==> config.mk <==
export PLATFORM = sky130hd
export DESIGN_NAME = bsg_cgol_board_serializer
export DESIGN_NICKNAME = d
export VERILOG_FILES = /design/src/rtl/bsg_cgol_pkg.sv /design/src/rtl/bsg_cgol_piso_shift.sv /design/src/rtl/bsg_cgol_board_serializer.sv
export SDC_FILE = /design/constraint.sdc
export NUM_CORES = 1
export LEC_CHECK = 0
export ABC_CLOCK_PERIOD_IN_PS = 2000
export BUFFER_PORTS_ARGS = -buffer_cell sky130_fd_sc_hd__buf_2
export CAP_MARGIN = 20
export CELL_PAD_IN_SITES_DETAIL_PLACEMENT = 1
export CELL_PAD_IN_SITES_GLOBAL_PLACEMENT = 1
export CORE_AREA = 5 5 84 125
export CTS_CLUSTER_SIZE = 24
export DETAILED_ROUTE_END_ITERATION = 10
export DIE_AREA = 0 0 89 130
export HOLD_SLACK_MARGIN = 0.05
export PLACE_DENSITY = 0.77
export SYNTH_ARGS = -nofsm -noshare
export SYNTH_HDL_FRONTEND = slang
export SYNTH_HIERARCHICAL = 1
export SYNTH_SLANG_ARGS = --single-unit
==> constraint.sdc <==
create_clock -name clk_i -period 2 [get_ports clk_i]
set_clock_uncertainty 0.1 [all_clocks]
set_input_delay 0.2 -clock clk_i [delete_from_list [all_inputs] [get_ports clk_i]]
set_output_delay 0.2 -clock clk_i [all_outputs]
set_load 0.1 [all_outputs]
==> src/rtl/bsg_cgol_pkg.sv <==
// Shared types and helpers for the CGoL board datapath: serializer state encoding
// and the cell index convention used by the cell array and the (de)serializers.
package bsg_cgol_pkg;

    typedef enum logic {
        eIDLE = 1'b0,
        eSEND = 1'b1
    } bsg_cgol_ser_state_e;

    // Cell (r,c) of a board_len x board_len board lives at bit r*board_len+c.
    function automatic int unsigned cell_idx(input int unsigned r, input int unsigned c,
                                             input int unsigned board_len);
        return r * board_len + c;
    endfunction

    // clog2 that never returns 0, so a 1-value counter still gets one bit.
    function automatic int unsigned safe_clog2(input int unsigned n);
        return ($clog2(n) > 0) ? $clog2(n) : 1;
    endfunction

endpackage

==> src/rtl/bsg_cgol_piso_shift.sv <==
// Loadable parallel-in/serial-out register shifting right by shift_p bits per step,
// zero-filled; exposes the low shift_p bits as the current word.
module bsg_cgol_piso_shift #(
    parameter int unsigned width_p = 64,
    parameter int unsigned shift_p = 8
) (
    input  logic               clk_i,
    input  logic               reset_i,
    input  logic               load_i,
    input  logic [width_p-1:0] data_i,
    input  logic               shift_i,
    output logic [shift_p-1:0] data_o
);

    logic [width_p-1:0] r_data;

    always_ff @(posedge clk_i or posedge reset_i) begin
        if (reset_i) begin
            r_data <= '0;
        end else if (load_i) begin
            r_data <= data_i;
        end else if (shift_i) begin
            r_data <= r_data >> shift_p;
        end
    end

    assign data_o = r_data[shift_p-1:0];

endmodule

==> src/rtl/bsg_cgol_board_serializer.sv <==
// Captures a finished CGoL board in parallel and streams it out as data_width_p words.
// Optional trailing XOR checksum beat when BSG_CGOL_SERIALIZER_CHECKSUM_EN is defined.
module bsg_cgol_board_serializer
    import bsg_cgol_pkg::*;
#(
    parameter int unsigned board_len_p  = 8,
    parameter int unsigned data_width_p = 8
) (
    input  logic                                 clk_i,
    input  logic                                 reset_i,
    input  logic [board_len_p*board_len_p-1:0]   board_i,
    input  logic                                 v_i,
    output logic                                 yumi_o,
    output logic [data_width_p-1:0]              data_o,
    output logic                                 v_o,
    input  logic                                 ready_i,
    output logic                                 last_o
);

    localparam int unsigned cells_lp     = board_len_p * board_len_p;
    localparam int unsigned words_lp     = cells_lp / data_width_p;
    localparam int unsigned cnt_width_lp = safe_clog2(words_lp + 1);
`ifdef BSG_CGOL_SERIALIZER_CHECKSUM_EN
    localparam logic [cnt_width_lp-1:0] last_idx_lp = cnt_width_lp'(words_lp);
`else
    localparam logic [cnt_width_lp-1:0] last_idx_lp = cnt_width_lp'(words_lp - 1);
`endif

    bsg_cgol_ser_state_e       r_state;
    logic [cnt_width_lp-1:0]   r_cnt;
    logic [data_width_p-1:0]   w_word;
    logic                      w_xfer;
    logic                      w_last;

    assign yumi_o = (r_state == eIDLE) & v_i;
    assign v_o    = (r_state == eSEND);
    assign w_xfer = v_o & ready_i;
    assign w_last = v_o & (r_cnt == last_idx_lp);
    assign last_o = w_last;

    bsg_cgol_piso_shift #(
        .width_p (cells_lp),
        .shift_p (data_width_p)
    ) shift_u (
        .clk_i   (clk_i),
        .reset_i (reset_i),
        .load_i  (yumi_o),
        .data_i  (board_i),
        .shift_i (w_xfer),
        .data_o  (w_word)
    );

    always_ff @(posedge clk_i or posedge reset_i) begin
        if (reset_i) begin
            r_state <= eIDLE;
            r_cnt   <= '0;
        end else begin
            case (r_state)
                eIDLE: begin
                    if (v_i) begin
                        r_state <= eSEND;
                        r_cnt   <= '0;
                    end
                end
                eSEND: begin
                    if (w_xfer) begin
                        r_cnt <= r_cnt + 1'b1;
                        if (w_last) r_state <= eIDLE;
                    end
                end
                default: r_state <= eIDLE;
            endcase
        end
    end

`ifdef BSG_CGOL_SERIALIZER_CHECKSUM_EN
    logic [data_width_p-1:0] r_csum;
    logic                    w_csum_beat;

    assign w_csum_beat = (r_cnt == cnt_width_lp'(words_lp));

    always_ff @(posedge clk_i or posedge reset_i) begin
        if (reset_i) begin
            r_csum <= '0;
        end else if (yumi_o) begin
            r_csum <= '0;
        end else if (w_xfer && !w_csum_beat) begin
            r_csum <= r_csum ^ w_word;
        end
    end

    assign data_o = !v_o ? '0 : (w_csum_beat ? r_csum : w_word);
`else
    assign data_o = v_o ? w_word : '0;
`endif

endmodule

==> summary.txt <==
GRT
  • GRT Max-Usage Layer: met2
  • GR Util All Layers: 17.5%
  • M1 GR Usage: 19.3%
  • GR Util met3: 2.21%
  • Overflow after GRT: 0
  • Initial antenna violation count: 0
  • Vias in the first global route: 3,124
  • First-pass GRT wire length: 15,300 um
  • Met2 Resource Use GR: 32.6%
  • Largest net degree at the start of global routing: 73

Critical path
  • Max stage delay cell, worst path: buf_2
  • Critical path class: register to primary output
  • End of the worst register-to-register path: shift_u/r_data[31]
  • Worst Setup End Kind: primary output
  • Worst reg2reg path depth: 4
  • Crit-path max FO: 3
  • Crit-path max cell delay: 430 ps
  • Reg-to-reg slack, setup: 280 ps
  • RR Startpoint: v_o
  • Critical Path Start Type: register
  • Sequence of cells on the critical path: ha_1 > and4b_2 > buf_2
  • Required @ worst endpoint: 1700 ps
  • Arr. time, crit path: 1600 ps

Outcome
  • Status: completed

Yosys
  • Syn Inst Count: 318
  • Register bit total from synthesis: 69
  • Post-synthesis sequential area ratio: 51.9%
  • Syn. warnings: 6
  • Unique cell type count in the Yosys netlist: 22
  • Syn_area_per_cell: 10.5 um^2
  • Post-Synthesis Cell Area: 3330 um^2
  • Post-Syn Nets: 387

Min path
  • Hold_sp: v_i
  • Hold Path Cell Cnt: 3
  • Hold endpoint: v_o
  • Min-delay worst type: input port to register

Timing
  • Hold Vio Cnt, Final: 0
  • Final min period: 1900 ps
  • Unrepaired setup endpoints after global routing: false
  • Final hold slack: 62.9 ps
  • Tightest Pin Transition: 501 ps
  • Fin crit share: 94.9%
  • Slew headroom: 66.8%
  • Max Clock Freq: 527 MHz
  • Fin. max-slew vios: 0
  • Setup TNS: 0 ps
  • Setup violations, final: 0

Clock tree
  • Clock transition at path regs: 60 ps
  • CTS root buf: clkbuf_16
  • H-tree lvl count: 3
  • TritonCTS clock tree: built
  • Num CTS Buffers: 9
  • Clk_lat worst skew: 330 ps
  • Maximum clock path buffer count: 2
  • CTS sink count: 69

Run
  • Max-cap check violation count: 0

Detailed routing
  • Residual DRC: 0
  • DRT iter0 DRCs: 106
  • Vias per cell: 4.83
  • Antenna Nets Post-Route: 0
  • DR WL/cell: 16.3 um
  • 1st-pass router iterations: 4
  • Vias after detailed routing: 2,727
  • Routed WL: 9210 um

Floorplan
  • Die X: 89 um
  • I/O Pins: 79
  • Die height: 130 um
  • Rows: 43
  • Placeable Area: 9200 um^2
  • Die Footprint: 11,600 um^2
  • Starting Density: 36.2%

Place
  • Post-DP HPWL: 5810 um
  • GP Congestion: 0.771
  • PortBufs: 78

Power and ir drop
  • P per Cell Area: 1230 nW/um^2
  • Pleak: 2.33 nW
  • Max VDD drop: 692 uV

Cells and area
  • Share of layout cells above drive strength 1: 25.2%
  • Antenna diodes: 0
  • Syn-to-layout area delta: 43.6%
  • Final #Nets: 517
placed cells by master, fill, tap and decap left out, types with 4 or more instances in the layout:
| cell type | netlist | layout |
|---|---|---|
| nand2b_1 | 9 | 9 |
| buf_12 | 5 | 6 |
| dfrtp_1 | 69 | 68 |
| o21ai_1 | 54 | 54 |
| bufinv_16 | 0 | 4 |
| buf_2 | 6 | 77 |
| mux2i_1 | 58 | 58 |
| and2_2 | 0 | 8 |
| o21ai_0 | 12 | 12 |
| dlygate4sd3_1 | 0 | 66 |
| clkbuf_16 | 0 | 9 |
| nand2_1 | 65 | 65 |
through the flow:
| stage | utilization (%) | cells | total power, W | worst slack, ps | instance area, um^2 |
|---|---|---|---|---|---|
| 3_3_place_gp | 40.7 | 483 | 0.00373 | 397 | 3750 |
| 5_1_grt | 52.0 | 565 | 0.00618 | 31.4 | 4780 |
| 6_report | 52.0 | 565 | 0.00587 | 101 | 4780 |
| 4_1_cts | 52.0 | 565 | 0.00591 | 93.0 | 4780 |
| 3_5_place_dp | 40.7 | 483 | 0.00382 | 288 | 3750 |
| 2_1_floorplan | - | 318 | 0.00352 | 2.21 | 3340 |
state kept, by name (all words and copies together), names as in the netlist:
name and count:
v_o 1, shift_u/r_data 64, r_cnt 4
timing repair:
item	CTS	global route
hold buffers	66	0
gates resized for setup	0	0
setup buffers	0	0
hold endpoints to repair	134	0
per-layer routing:
layer,wire (um),vias up
met5,0,-
met4,239,0
met3,320,17
met2,5150,59
met1,3500,1322
li1,-,1329
area by class of cell:
cell class | instances | area (um^2)
inverters | 2 | 7.51
flip-flops and latches | 69 | 1730
well taps | 112 | 140
clock inverters | 6 | 134
multi-input cells | 216 | 1360
fillers | 1012 | 4420
clock buffers | 10 | 239
repair buffers | 150 | 1170
power breakdown:
part	total [W]	switching, W	internal (W)
Combinational	0.00173	0.00110	0.000625
Sequential	0.00218	0.000318	0.00186
Clock	0.00197	0.000590	0.00138
Total	0.00587	0.00201	0.00387
kinds of logic after synthesis:
kind of cell / count (synthesis) / synth area share, %
muxes: 59 / 17.8
DFF: 69 / 51.9
AOI/OAI and AO/OA: 68 / 10.3
adders and majority gates: 1 / 0.376
buffers and inverters: 33 / 7.85
and+or+nand+nor: 88 / 11.8
worst max-delay path: cells and delay by family (launching register included):
family | cells | cell delay (ps)
adder cells (fa/ha/maj) | 1 | 200
buffers and inverters | 1 | 430
AND/OR/NAND/NOR | 1 | 250
flip-flops | 1 | 380
synthesized netlist by cell type:
master | instances | area, um^2
inv_1 | 2 | 7.51
and2_1 | 9 | 56.3
nor2_1 | 1 | 3.75
buf_4 | 9 | 67.6
and3b_1 | 1 | 8.76
o21ai_0 | 12 | 60.1
clkbuf_1 | 9 | 33.8
a21oi_1 | 1 | 5.00
mux2_2 | 1 | 11.3
dfrtp_1 | 69 | 1730
nand4_1 | 1 | 6.26
ha_1 | 1 | 12.5
buf_2 | 6 | 30.0
buf_12 | 5 | 100
mux2i_1 | 58 | 581
a22o_1 | 1 | 8.76
nand2_1 | 65 | 244
and2b_1 | 1 | 7.51
and4b_1 | 1 | 10.0
buf_6 | 2 | 22.5
nand2b_1 | 9 | 56.3
o21ai_1 | 54 | 270
how the worst max path moves through the flow:
stage / startpoint / cells past startpoint / slack, ps / to
4_1_cts: r_cnt[0] / 3 / 90 / last_o
2_1_floorplan: v_o / 4 / 2 / shift_u/r_data[24]
6_report: r_cnt[1] / 3 / 100 / last_o
5_1_grt: r_cnt[1] / 3 / 30 / last_o
3_3_place_gp: v_o / 4 / 400 / shift_u/r_data[36]
3_5_place_dp: v_o / 4 / 290 / shift_u/r_data[25]
Note: power is estimated with default switching activity, not from simulation.
